### config.mk
export PLATFORM = sky130hd
export DESIGN_NAME = isa_test_monitor
export DESIGN_NICKNAME = d
export VERILOG_FILES = /design/src/rtl/monitor_pkg.sv /design/src/rtl/tohost_snoop.sv /design/src/rtl/isa_test_monitor.sv
export SDC_FILE = /design/constraint.sdc
export NUM_CORES = 1
export LEC_CHECK = 0
export BUFFER_PORTS_ARGS = -buffer_cell sky130_fd_sc_hd__buf_2
export CAP_MARGIN = 20
export CORE_MARGIN = 2
export CORE_UTILIZATION = 49
export DETAILED_ROUTE_END_ITERATION = 8
export GPL_ROUTABILITY_DRIVEN = 0
export HOLD_SLACK_MARGIN = 0.06
export PLACE_DENSITY = 0.86
export SLEW_MARGIN = 20
export SYNTH_ARGS = -nofsm -noshare
export SYNTH_HDL_FRONTEND = slang
export SYNTH_SLANG_ARGS = --single-unit
export TNS_END_PERCENT = 5
### constraint.sdc
create_clock -name clk -period 2.7 [get_ports clk]
set_input_delay 0 -clock clk [delete_from_list [all_inputs] [get_ports clk]]
set_output_delay 0 -clock clk [all_outputs]
set_load 0.01 [all_outputs]
### src/rtl/monitor_pkg.sv
// Shared types and constants for the riscv-tests completion monitor.
package monitor_pkg;

  typedef enum logic [1:0] {
    IDLE,
    RUN,
    DONE
  } state_e;

  // Conventional riscv-tests tohost location.
  localparam logic [31:0] DEFAULT_TOHOST_ADDR = 32'h8000_1000;

  // riscv-tests write (test_num << 1) | 1; a value of exactly 1 means pass.
  localparam int unsigned TOHOST_PASS = 1;

endpackage

### src/rtl/tohost_snoop.sv
// Per-hart combinational detector for a completing store to tohost.
module tohost_snoop
  import monitor_pkg::*;
#(
  parameter int unsigned           XLEN        = 32,
  parameter logic [XLEN-1:0]       TOHOST_ADDR = XLEN'(DEFAULT_TOHOST_ADDR)
) (
  input  logic                st_valid,
  input  logic [XLEN-1:0]     st_addr,
  input  logic [XLEN-1:0]     st_data,
  input  logic [XLEN/8-1:0]   st_be,
  input  logic                hart_done,
  output logic                hit,
  output logic [XLEN-2:0]     code
);

  // Full-word store of an odd value to tohost by a hart not yet finished.
  always_comb begin
    hit  = st_valid && (st_addr == TOHOST_ADDR) && (&st_be) &&
           (st_data[0] == TOHOST_PASS[0]) && !hart_done;
    code = st_data[XLEN-1:1];
  end

endmodule

### src/rtl/isa_test_monitor.sv
// Completion monitor: snoops per-hart tohost stores, reports pass/fail/timeout.
module isa_test_monitor
  import monitor_pkg::*;
#(
  parameter int unsigned     N_HARTS        = 1,
  parameter int unsigned     XLEN           = 32,
  parameter logic [XLEN-1:0] TOHOST_ADDR    = XLEN'(DEFAULT_TOHOST_ADDR),
  parameter int unsigned     TIMEOUT_CYCLES = 100000,
  parameter int unsigned     CNT_W          = 32,
  parameter bit              STOP_ON_FAIL   = 1'b1,
  localparam int unsigned    HART_W         = (N_HARTS > 1) ? $clog2(N_HARTS) : 1
) (
  input  logic                        clk,
  input  logic                        rst,
  input  logic                        start,
  input  logic [N_HARTS-1:0]          st_valid,
  input  logic [N_HARTS*XLEN-1:0]     st_addr,
  input  logic [N_HARTS*XLEN-1:0]     st_data,
  input  logic [N_HARTS*(XLEN/8)-1:0] st_be,
  output logic                        running,
  output logic                        done,
  output logic                        pass,
  output logic                        timeout,
  output logic [HART_W-1:0]           fail_hart,
  output logic [XLEN-2:0]             fail_code,
  output logic [N_HARTS-1:0]          hart_done,
  output logic [CNT_W-1:0]            cycle_count
);

  localparam int unsigned    BW      = XLEN / 8;
  localparam logic [CNT_W-1:0] TO_LAST = CNT_W'(TIMEOUT_CYCLES - 1);

  state_e              state_q, state_d;
  logic [N_HARTS-1:0]  hart_done_q, hart_done_d;
  logic                fail_any_q, fail_any_d;
  logic [HART_W-1:0]   fail_hart_q, fail_hart_d;
  logic [XLEN-2:0]     fail_code_q, fail_code_d;
  logic [CNT_W-1:0]    cnt_q, cnt_d;
  logic                timeout_q, timeout_d;
  logic                pass_q, pass_d;

  logic [N_HARTS-1:0]  hit;
  logic [XLEN-2:0]     code [N_HARTS];

  logic                nf;
  logic [HART_W-1:0]   nf_idx;
  logic [XLEN-2:0]     nf_code;

  for (genvar h = 0; h < N_HARTS; h++) begin : g_snoop
    tohost_snoop #(
      .XLEN        (XLEN),
      .TOHOST_ADDR (TOHOST_ADDR)
    ) u_snoop (
      .st_valid  (st_valid[h]),
      .st_addr   (st_addr[h*XLEN +: XLEN]),
      .st_data   (st_data[h*XLEN +: XLEN]),
      .st_be     (st_be[h*BW +: BW]),
      .hart_done (hart_done_q[h]),
      .hit       (hit[h]),
      .code      (code[h])
    );
  end

  // Lowest-index hart failing this cycle (scan high to low so the lowest wins).
  always_comb begin
    nf      = 1'b0;
    nf_idx  = '0;
    nf_code = '0;
    for (int unsigned i = 0; i < N_HARTS; i++) begin
      if (hit[N_HARTS-1-i] && (code[N_HARTS-1-i] != '0)) begin
        nf      = 1'b1;
        nf_idx  = HART_W'(N_HARTS - 1 - i);
        nf_code = code[N_HARTS-1-i];
      end
    end
  end

  // Next-state, counter, arbitration and result computation.
  always_comb begin
    state_d     = state_q;
    hart_done_d = hart_done_q;
    fail_any_d  = fail_any_q;
    fail_hart_d = fail_hart_q;
    fail_code_d = fail_code_q;
    cnt_d       = cnt_q;
    timeout_d   = timeout_q;
    pass_d      = pass_q;
    unique case (state_q)
      IDLE, DONE: begin
        if (start) begin
          state_d     = RUN;
          hart_done_d = '0;
          fail_any_d  = 1'b0;
          fail_hart_d = '0;
          fail_code_d = '0;
          cnt_d       = '0;
          timeout_d   = 1'b0;
          pass_d      = 1'b0;
        end
      end
      RUN: begin
        cnt_d       = (cnt_q == '1) ? cnt_q : cnt_q + CNT_W'(1);
        hart_done_d = hart_done_q | hit;
        // Earlier failures keep priority unless a lower-index hart fails now.
        if (nf && (!fail_any_q || (nf_idx < fail_hart_q))) begin
          fail_hart_d = nf_idx;
          fail_code_d = nf_code;
        end
        fail_any_d = fail_any_q | nf;
        if ((&hart_done_d) || (STOP_ON_FAIL && fail_any_d)) begin
          state_d = DONE;
          pass_d  = !fail_any_d;
        end else if (cnt_q >= TO_LAST) begin
          state_d   = DONE;
          timeout_d = 1'b1;
          pass_d    = 1'b0;
        end
      end
      default: state_d = IDLE;
    endcase
  end

  // State and result registers.
  always_ff @(posedge clk or posedge rst) begin
    if (rst) begin
      state_q     <= IDLE;
      hart_done_q <= '0;
      fail_any_q  <= 1'b0;
      fail_hart_q <= '0;
      fail_code_q <= '0;
      cnt_q       <= '0;
      timeout_q   <= 1'b0;
      pass_q      <= 1'b0;
    end else begin
      state_q     <= state_d;
      hart_done_q <= hart_done_d;
      fail_any_q  <= fail_any_d;
      fail_hart_q <= fail_hart_d;
      fail_code_q <= fail_code_d;
      cnt_q       <= cnt_d;
      timeout_q   <= timeout_d;
      pass_q      <= pass_d;
    end
  end

  assign running     = (state_q == RUN);
  assign done        = (state_q == DONE);
  assign pass        = pass_q;
  assign timeout     = timeout_q;
  assign fail_hart   = fail_hart_q;
  assign fail_code   = fail_code_q;
  assign hart_done   = hart_done_q;
  assign cycle_count = cnt_q;

endmodule

==> flow_metrics.py, run 1 <==
metrics = {
    "outcome": {
        "run_status": "complete, no violations",
    },
    "timing": {
        "finalClockSkew_ns": 0.0123,
        "period_share_pct": 92.3,
        "totalNegativeSetupSlack_ns": 0,
        "period_needed_ns": 2.49,
        "max_clock_freq_mhz": 401,
        "rsz_0062_raised_after_global_routing": "false",
        "worstMarginPinSlew_ns": 0.761,
        "setup-violations-final": 0,
        "finalHoldViolCount": 0,
        "slew_viol_final": 0,
        "worst_max_slew_margin_expressed_relative_to_the_limit_pct": 48.8,
        "postLayoutSetupSlackWorst_ns": 0.209,
    },
    "clock_network": {
        "cts.repair.resized": 0,
        "cts_tree": "built",
        "clock_tree.htree_level_count": 3,
        "clockRootBuffer": "clkbuf_8",
        "clock_tree.buffer_depth": 2,
        "clock_latency_ns": 0.36,
        "clkSinkCount": 69,
        "tritoncts.num_buffers": 9,
        "cts.clk_slew.worst_paths_ns": 0.08,
    },
    "yosys": {
        "synth_sequential_area_ratio_pct": 47.5,
        "async_flop_share_pct": 100,
        "synth.lib_cells_used.distinct": 61,
        "synth.net_count": 434,
        "synth_area_per_cell_um2": 10.1,
        "syn_area_um2": 3640,
        "synthCells": 361,
        "yosys_most_used_dff": "dfrtp_1",
        "ys_seq_elements": 69,
        "synth_edf_count": 0,
        "yosysWarnings": 0,
    },
    "route": {
        "dr_total_vias": 3895,
        "routed_wirelength_mm": 11.3,
        "avgRoutedWirePerCell_um": 17.7,
        "remaining_drc_errors": 0,
        "drt_iter0_drc": 302,
        "drtPass1Iterations": 5,
        "antenna_violating_nets_post_route": 0,
        "drt-vias-per-instance": 6.11,
    },
    "global_routing": {
        "gr-usage-all-layers_pct": 28.0,
        "grt_start_max_net_pins": 36,
        "initial_antenna_violation_count": 1,
        "grt_most_used_layer": "met2",
        "met2_capacity_usage_during_global_routing_pct": 46.1,
        "leftover_overflow_at_the_end_of_global_routing": 0,
        "grt_pass1_vias": 3905,
        "first_pass_grt_wire_length_mm": 18.5,
        "met1_usage_pct": 33.2,
        "groute.layer.met3.usage_pct": 6.45,
    },
    "placed_design": {
        "placed_cells": 587,
        "dp_hpwl_mm": 7.38,
        "detailedPlace.worstSlack_ns": 0.244,
        "postPlaceCellArea_um2": 4430,
        "port-buffer-count": 139,
    },
    "floorplan": {
        "design.portCount": 141,
        "initial_utilization_pct": 50.4,
        "core.rowCount": 31,
        "core_region_area_um2": 7210,
        "fp.dieW_um": 90.2,
        "floorplan.die.height_um": 90.2,
        "dieArea_um2": 8130,
    },
    "min_path": {
        "cell_count_of_the_worst_hold_path": 5,
        "hold_class": "input pin to flip-flop",
    },
    "pwr": {
        "worst_ir_drop_on_vdd_mv": 0.330,
        "power.density_cell_area_nw_per_um2": 524,
        "power.leakage_uw": 0.00244,
    },
    "worst_setup_path": {
        "worstRegToRegCells": 6,
        "critical_path.startpoint_type": "flip-flop",
        "cp_max_fo": 12,
        "worst-r2r-setup-slack_ns": 0.21,
        "timing.critical_path.required_ns": 2.99,
        "crit_arrival_ns": 2.78,
        "endpoint_kind": "flip-flop",
        "cpMaxStageDelayCell": "or4_4",
        "crit_chain": "ha_1 -> nand4_1 -> or4_4 -> or3_1 -> a311oi_2 -> a41o_1",
        "timing_worst_setup_path_type": "flip-flop to flip-flop",
        "slowest_delay_ns": 0.67,
    },
    "cells_and_area": {
        "fraction_of_final_layout_cells_sized_beyond_drive_strength_1_pct": 34.5,
        "final_util_pct": 68.5,
        "design_area_um2": 4940,
        "nets": 605,
        "final_common_cell": "buf_2",
        "num-fill-cells": 559,
        "areaGrowthSynthToFinish_pct": 35.9,
        "finish.cell_count_without_fillers": 637,
        "layout.cells.most_common_list": "buf_2, dfrtp_1, dlygate4sd3_1, a22o_1, nor4_1",
    },
    "run": {
        "maxCapViolCount": 0,
    },
}
-- registers in the layout, summed over array words and instances (netlist names) --
name	flops
cycle_count	32
fail_code	31
state_q	2
fail_any_q	1
hart_done	1
pass	1
timeout	1
-- cells by family (layout without fill, tap and decap cells) --
| kind of cell | count (synthesis) | after routing | share of synthesized area, % |
|---|---|---|---|
| flops | 69 | 69 | 47.5 |
| fa+ha+maj | 1 | 1 | 0.344 |
| xor+xnor | 6 | 6 | 1.44 |
| compound gates | 88 | 88 | 19.5 |
| simple gates | 159 | 159 | 25.3 |
| other cells | 1 | 2 | 0.103 |
| buf+inv | 31 | 207 | 4.16 |
| mux | 6 | 6 | 1.69 |
-- cells in the mapped netlist (2+ instances only) --
master / count / share of area [%]
a2111oi_0: 2 / 0.48
a2111oi_2: 2 / 0.83
a21oi_1: 11 / 1.5
a22o_1: 32 / 7.7
a31oi_1: 7 / 1.2
a41o_1: 4 / 1.1
and3_1: 5 / 0.86
and4_1: 2 / 0.48
and4b_1: 3 / 0.83
buf_1: 3 / 0.31
buf_2: 3 / 0.41
buf_4: 2 / 0.41
buf_6: 3 / 0.93
clkbuf_1: 8 / 0.83
dfrtp_1: 69 / 47
inv_1: 10 / 1.0
mux2i_1: 5 / 1.4
nand2_1: 27 / 2.8
nand2b_1: 6 / 1.0
nand3_1: 11 / 1.5
nand4_1: 15 / 2.6
nor2_1: 27 / 2.8
nor3_1: 9 / 1.2
nor4_1: 28 / 4.8
nor4b_1: 2 / 0.48
o21ai_0: 9 / 1.2
o31a_1: 2 / 0.48
o31ai_1: 5 / 1.0
o41ai_1: 2 / 0.48
or3_1: 5 / 0.86
or4_1: 4 / 0.83
or4_4: 2 / 0.62
or4b_2: 3 / 0.83
xnor2_1: 6 / 1.4
-- routing by layer --
layer  part of all wire, %  vias to the layer above
met1                    38                     1887
met2                    49                      202
met4                   5.3                        0
met5                     0                        -
li1                      -                     1748
met3                   6.9                       58
-- critical path, delay by kind of cell (launching register included) --
family / cells / cell delay, ns
DFF: 1 / 0.44
adders and majority gates: 1 / 0.27
AOI/OAI and AO/OA: 2 / 0.38
and+or+nand+nor: 3 / 1.33
-- metrics by stage --
stage	hold WS [ns]	total power [uW]
2_1_floorplan	0.133	1540
3_3_place_gp	0.163	1740
3_5_place_dp	0.180	1770
4_1_cts	0.143	2590
5_1_grt	0.168	2710
6_report	0.164	2590
-- worst paths after layout --
check	end	from
max	cycle_count[29]	cycle_count[1]
min	hart_done	st_addr[8]
max reg2reg	cycle_count[29]	cycle_count[1]
min reg2reg	fail_code[27]	fail_code[27]
max in group asynchronous	cycle_count[22]	rst
min in group asynchronous	fail_code[5]	rst
-- layout make-up --
| class | instances | area [um2] | area share [%] |
|---|---|---|---|
| Antenna cell | 1 | 2.50 | 0.0506 |
| Clock buffer | 9 | 124 | 2.51 |
| Clock inverter | 7 | 57.6 | 1.16 |
| Inverter | 11 | 41.3 | 0.835 |
| Multi-Input combinational cell | 261 | 1770 | 35.8 |
| Sequential cell | 69 | 1730 | 34.9 |
| Tap cell | 99 | 124 | 2.51 |
| Timing Repair Buffer | 180 | 1100 | 22.2 |
-- where the power goes --
group	switching (uW)	internal, uW	total (uW)	leakage (uW)
combinational	419	253	672	0.00140
sequential	55.1	1070	1130	0.000956
clock	447	344	791	0.0000829
-- timing repair --
action                                 in CTS  in global routing
endpoints found under the hold margin      66                  0
setup endpoints to repair                   0                  0
buffers inserted                            0                  0
hold buffers                               33                  0
Note: power is estimated with default switching activity, not from simulation.
==> run 2: changes to the inputs <==
Settings changed: RECOVER_POWER from default to 50.
==> flow_metrics.py, run 2 (synthesized netlist as in run 1, its figures left out) <==
metrics = {
    "cells_and_area": {
        "design_area_um2": 4850,
        "multi_input_area_um2": 1770,
        "layout.cells.most_common_list": "buf_2, dfrtp_1, clkbuf_1, dlygate4sd3_1, a22o_1",
        "num-fill-cells": 597,
        "area.sequential_um2": 1730,
        "final_common_cell": "buf_2",
        "final_util_pct": 67.3,
        "nets": 605,
        "fraction_of_final_layout_cells_sized_beyond_drive_strength_1_pct": 22.5,
        "areaGrowthSynthToFinish_pct": 33.4,
        "largest_register_ffs": 32,
    },
    "timing": {
        "worstMarginPinSlew_ns": 1.34,
        "slew_viol_final": 0,
        "totalNegativeSetupSlack_ns": 0,
        "setup-violations-final": 0,
        "finalHoldViolCount": 0,
        "max_clock_freq_mhz": 401,
        "period_share_pct": 92.3,
        "rsz_0062_raised_after_global_routing": "false",
        "worst_max_slew_margin_expressed_relative_to_the_limit_pct": 10.6,
        "timing.hold.ws_ns": 0.166,
        "period_needed_ns": 2.49,
        "finalClockSkew_ns": 0.0130,
    },
    "route": {
        "met3_length_um": 798,
        "drtPass1Iterations": 5,
        "remaining_drc_errors": 0,
        "dr_total_vias": 3922,
        "routed.top_layer": "met4",
        "antenna_violating_nets_post_route": 0,
        "routed_wirelength_mm": 11.4,
        "met2_wire_length_mm": 5.57,
        "drt_iter0_drc": 278,
        "met1_length_mm": 4.41,
        "avgRoutedWirePerCell_um": 17.8,
        "drt-vias-per-instance": 6.15,
    },
    "placed_design": {
        "postPlaceCellArea_um2": 4430,
        "dp_hpwl_mm": 7.38,
        "port-buffer-count": 139,
    },
    "pwr": {
        "power.leakage_uw": 0.00216,
        "power.density_cell_area_nw_per_um2": 532,
        "worst_ir_drop_on_vdd_mv": 0.328,
    },
    "floorplan": {
        "floorplan.die.height_um": 90.2,
        "fp.dieW_um": 90.2,
        "core_region_area_um2": 7210,
        "initial_utilization_pct": 50.4,
        "dieArea_um2": 8130,
        "core.rowCount": 31,
        "design.portCount": 141,
    },
    "outcome": {
        "run_status": "complete, no violations",
    },
    "clock_network": {
        "tritoncts.num_buffers": 9,
        "post-cts-setup-buffer-count": 0,
        "clock_tree.htree_level_count": 3,
        "clkSinkCount": 69,
        "cts_tree": "built",
        "cts.clk_slew.worst_paths_ns": 0.08,
        "clock_latency_ns": 0.36,
        "clockRootBuffer": "clkbuf_8",
        "clock_tree.buffer_depth": 2,
    },
    "global_routing": {
        "grt_start_max_net_pins": 36,
        "initial_antenna_violation_count": 1,
        "grt_pass1_vias": 3905,
        "leftover_overflow_at_the_end_of_global_routing": 0,
        "gr-usage-all-layers_pct": 28.0,
        "first_pass_grt_wire_length_mm": 18.5,
    },
    "worst_setup_path": {
        "endpoint_kind": "flip-flop",
        "slowest_delay_ns": 0.67,
        "crit_arrival_ns": 2.78,
        "worst_path_dominant_cell_family": "simple AND/OR/NAND/NOR gates",
        "crit_chain": "ha_1 -> nand4_1 -> or4_4 -> or3_1 -> a311oi_2 -> a41o_1",
        "timing_worst_setup_path_type": "flip-flop to flip-flop",
        "worst_path_buf_inv": 0,
        "timing.critical_path.required_ns": 2.99,
        "cpMaxStageDelayCell": "or4_4",
        "critical_path.startpoint_type": "flip-flop",
        "cp_max_fo": 12,
    },
    "run": {
        "maxCapViolCount": 0,
    },
    "min_path": {
        "hold_class": "input pin to flip-flop",
    },
}
run 2: cell types whose count changed in the layout (fill, tap and decap cells not counted):
cell,previous run,this run
diode_2,1,2
inv_1,9,10
clkbuf_2,0,1
buf_2,139,76
inv_2,1,0
buf_12,1,0
clkbuf_1,0,63
run 2: area by class of cell:
class | instances | area share (%)
Multi-Input combinational cell | 261 | 36.5
Sequential cell | 69 | 35.6
Timing Repair Buffer | 180 | 20.7
Clock buffer | 9 | 2.55
Tap cell | 99 | 2.55
Clock inverter | 7 | 1.19
Inverter | 11 | 0.851
Antenna cell | 2 | 0.103
run 2: stage by stage:
stage | std cells | setup slack (ns) | total power, uW
finish | 638 | 0.208 | 2580
global route | 637 | 0.0154 | 2700
CTS | 636 | 0.222 | 2590
detailed placement | 587 | 0.244 | 1770
global placement | 587 | 0.354 | 1740
floorplan | 361 | 0.379 | 1540
run 2: path summary, 6_finish.rpt:
path / cells after the start / to / slack, ns / start
worst max-delay path: 6 / cycle_count[29] / 0.21 / cycle_count[1]
worst min-delay path: 5 / hart_done / 0.17 / st_addr[8]
worst max register to register: 6 / cycle_count[29] / 0.21 / cycle_count[1]
worst min register to register: 1 / pass / 0.50 / fail_any_q
max in group asynchronous: 4 / cycle_count[22] / 0.59 / rst
min in group asynchronous: 3 / fail_code[5] / 0.56 / rst
run 2: timing repair:
item	4_1_cts	5_1_grt
resized for setup	0	0
hold endpoints to repair	66	0
hold buffers	33	0
run 2: metal layers:
layer | up-vias | track usage (%)
li1 | 1751 | -
met1 | 1877 | 33.2
met2 | 235 | 46.1
met3 | 59 | 6.45
met4 | 0 | 17.2
met5 | - | 0
run 2: tightest hold or removal path, cell delays in order:
cell and delay (ns):
buf_2 0.08, nand3b_1 0.12, nor3_1 0.13, nand2_1 0.09
a21oi_1 0.06
run 2: report_power, final:
group / internal (uW) / switching [uW] / total [uW]
Combinational: 244 / 416 / 661
Clock: 344 / 451 / 795
Sequential: 1070 / 55.0 / 1130
==> run 3: changes to the inputs <==
Settings changed: MAX_ROUTING_LAYER from default to met4.
==> flow_metrics.py, run 3 (synthesized netlist as in run 1, its figures left out) <==
metrics = {
    "route": {
        "drtPass1Iterations": 4,
        "avgRoutedWirePerCell_um": 17.9,
        "antenna_violating_nets_post_route": 0,
        "dr_total_vias": 3949,
        "remaining_drc_errors": 0,
        "drt_iter0_drc": 264,
        "routed_wirelength_mm": 11.4,
        "drt-vias-per-instance": 6.19,
    },
    "pwr": {
        "power.density_cell_area_nw_per_um2": 532,
        "worst_ir_drop_on_vdd_mv": 0.330,
        "power.leakage_uw": 0.00216,
    },
    "timing": {
        "totalNegativeSetupSlack_ns": 0,
        "finalClockSkew_ns": 0.0116,
        "worst_max_slew_margin_expressed_relative_to_the_limit_pct": 9.73,
        "finalHoldViolCount": 0,
        "slew_viol_final": 0,
        "period_share_pct": 92.7,
        "setup-violations-final": 0,
        "period_needed_ns": 2.50,
        "max_clock_freq_mhz": 400,
        "rsz_0062_raised_after_global_routing": "false",
        "worstMarginPinSlew_ns": 1.35,
    },
    "floorplan": {
        "initial_utilization_pct": 50.4,
        "floorplan.die.height_um": 90.2,
        "core_region_area_um2": 7210,
        "dieArea_um2": 8130,
        "core.rowCount": 31,
        "design.portCount": 141,
        "fp.dieW_um": 90.2,
    },
    "global_routing": {
        "grt_start_max_net_pins": 36,
        "gr-usage-all-layers_pct": 28.7,
        "leftover_overflow_at_the_end_of_global_routing": 0,
        "initial_antenna_violation_count": 1,
        "grt_pass1_vias": 3890,
        "first_pass_grt_wire_length_mm": 18.5,
    },
    "worst_setup_path": {
        "timing_worst_setup_path_type": "flip-flop to flip-flop",
        "endpoint_kind": "flip-flop",
        "cp_max_fo": 12,
        "crit_arrival_ns": 2.79,
        "critical_path.startpoint_type": "flip-flop",
        "timing.critical_path.required_ns": 2.99,
    },
    "placed_design": {
        "dp_hpwl_mm": 7.38,
        "port-buffer-count": 139,
        "placed_cells": 587,
    },
    "clock_network": {
        "clock_latency_ns": 0.36,
        "postCtsHoldBufs": 33,
        "tritoncts.num_buffers": 9,
        "clkSinkCount": 69,
        "cts.repair.resized": 0,
        "cts_tree": "built",
        "clockRootBuffer": "clkbuf_8",
        "clock_tree.buffer_depth": 2,
        "post-cts-setup-buffer-count": 0,
        "cts.clk_slew.worst_paths_ns": 0.08,
        "clock_tree.htree_level_count": 3,
    },
    "cells_and_area": {
        "layout.cells.most_common_list": "buf_2, dfrtp_1, clkbuf_1, dlygate4sd3_1, a22o_1",
        "final_util_pct": 67.3,
        "nets": 605,
        "fraction_of_final_layout_cells_sized_beyond_drive_strength_1_pct": 22.5,
        "areaGrowthSynthToFinish_pct": 33.4,
        "num-fill-cells": 597,
        "largest_register_ffs": 32,
        "final_common_cell": "buf_2",
        "finish.cell_count_without_fillers": 638,
    },
    "min_path": {
        "hold_class": "input pin to flip-flop",
    },
    "run": {
        "maxCapViolCount": 0,
    },
    "outcome": {
        "run_status": "complete, no violations",
    },
}
[run 3: stage by stage]
step | power, uW | setup WS, ns | cell area, um2 | hold slack (ns)
6_report | 2580 | 0.198 | 4850 | 0.167
5_1_grt | 2700 | 0.0154 | 4850 | 0.168
2_1_floorplan | 1540 | 0.379 | 3640 | 0.133
3_5_place_dp | 1770 | 0.244 | 4430 | 0.180
4_1_cts | 2590 | 0.222 | 4940 | 0.143
3_3_place_gp | 1740 | 0.354 | 4430 | 0.163
[run 3: power breakdown]
group	switching, uW	leakage [uW]	internal [uW]
clock network	450	0.0000829	344
registers	56.2	0.000956	1070
logic	417	0.00112	244
[run 3: metal layers]
layer  up-vias  global-route usage (%)  share of wire, %
met5         -                       -                 0
met4         0                    16.7               5.2
met3        65                    6.29               7.4
met2       245                    45.6                49
met1      1887                    33.8                39
li1       1752                       -                 -
[run 3: worst paths after layout]
check | from | to | slack (ns) | cells after the start
worst max-delay path | cycle_count[1] | cycle_count[29] | 0.20 | 6
worst min-delay path | st_addr[1] | hart_done | 0.17 | 6
worst max register to register | cycle_count[1] | cycle_count[29] | 0.20 | 6
worst min register to register | fail_any_q | pass | 0.50 | 1
max in group asynchronous | rst | cycle_count[22] | 0.58 | 4
min in group asynchronous | rst | fail_code[5] | 0.57 | 3
[run 3: cell type report]
type                       count  area (um2)  share of cell area (%)
sequential                    69        1730                    35.6
clock inverter                 7        57.6                    1.19
antenna                        2        5.00                   0.103
tap                           99         124                    2.55
timing repair buffer         180        1000                    20.7
inverter                      11        41.3                   0.851
clock buffer                   9         124                    2.55
multi-input combinational    261        1770                    36.5
[run 3: critical path, cell delays in order (launching register included)]
cell	delay, ns
dfrtp_1	0.45
ha_1	0.26
nand4_1	0.15
or4_4	0.67
or3_1	0.52
a311oi_2	0.28
a41o_1	0.11
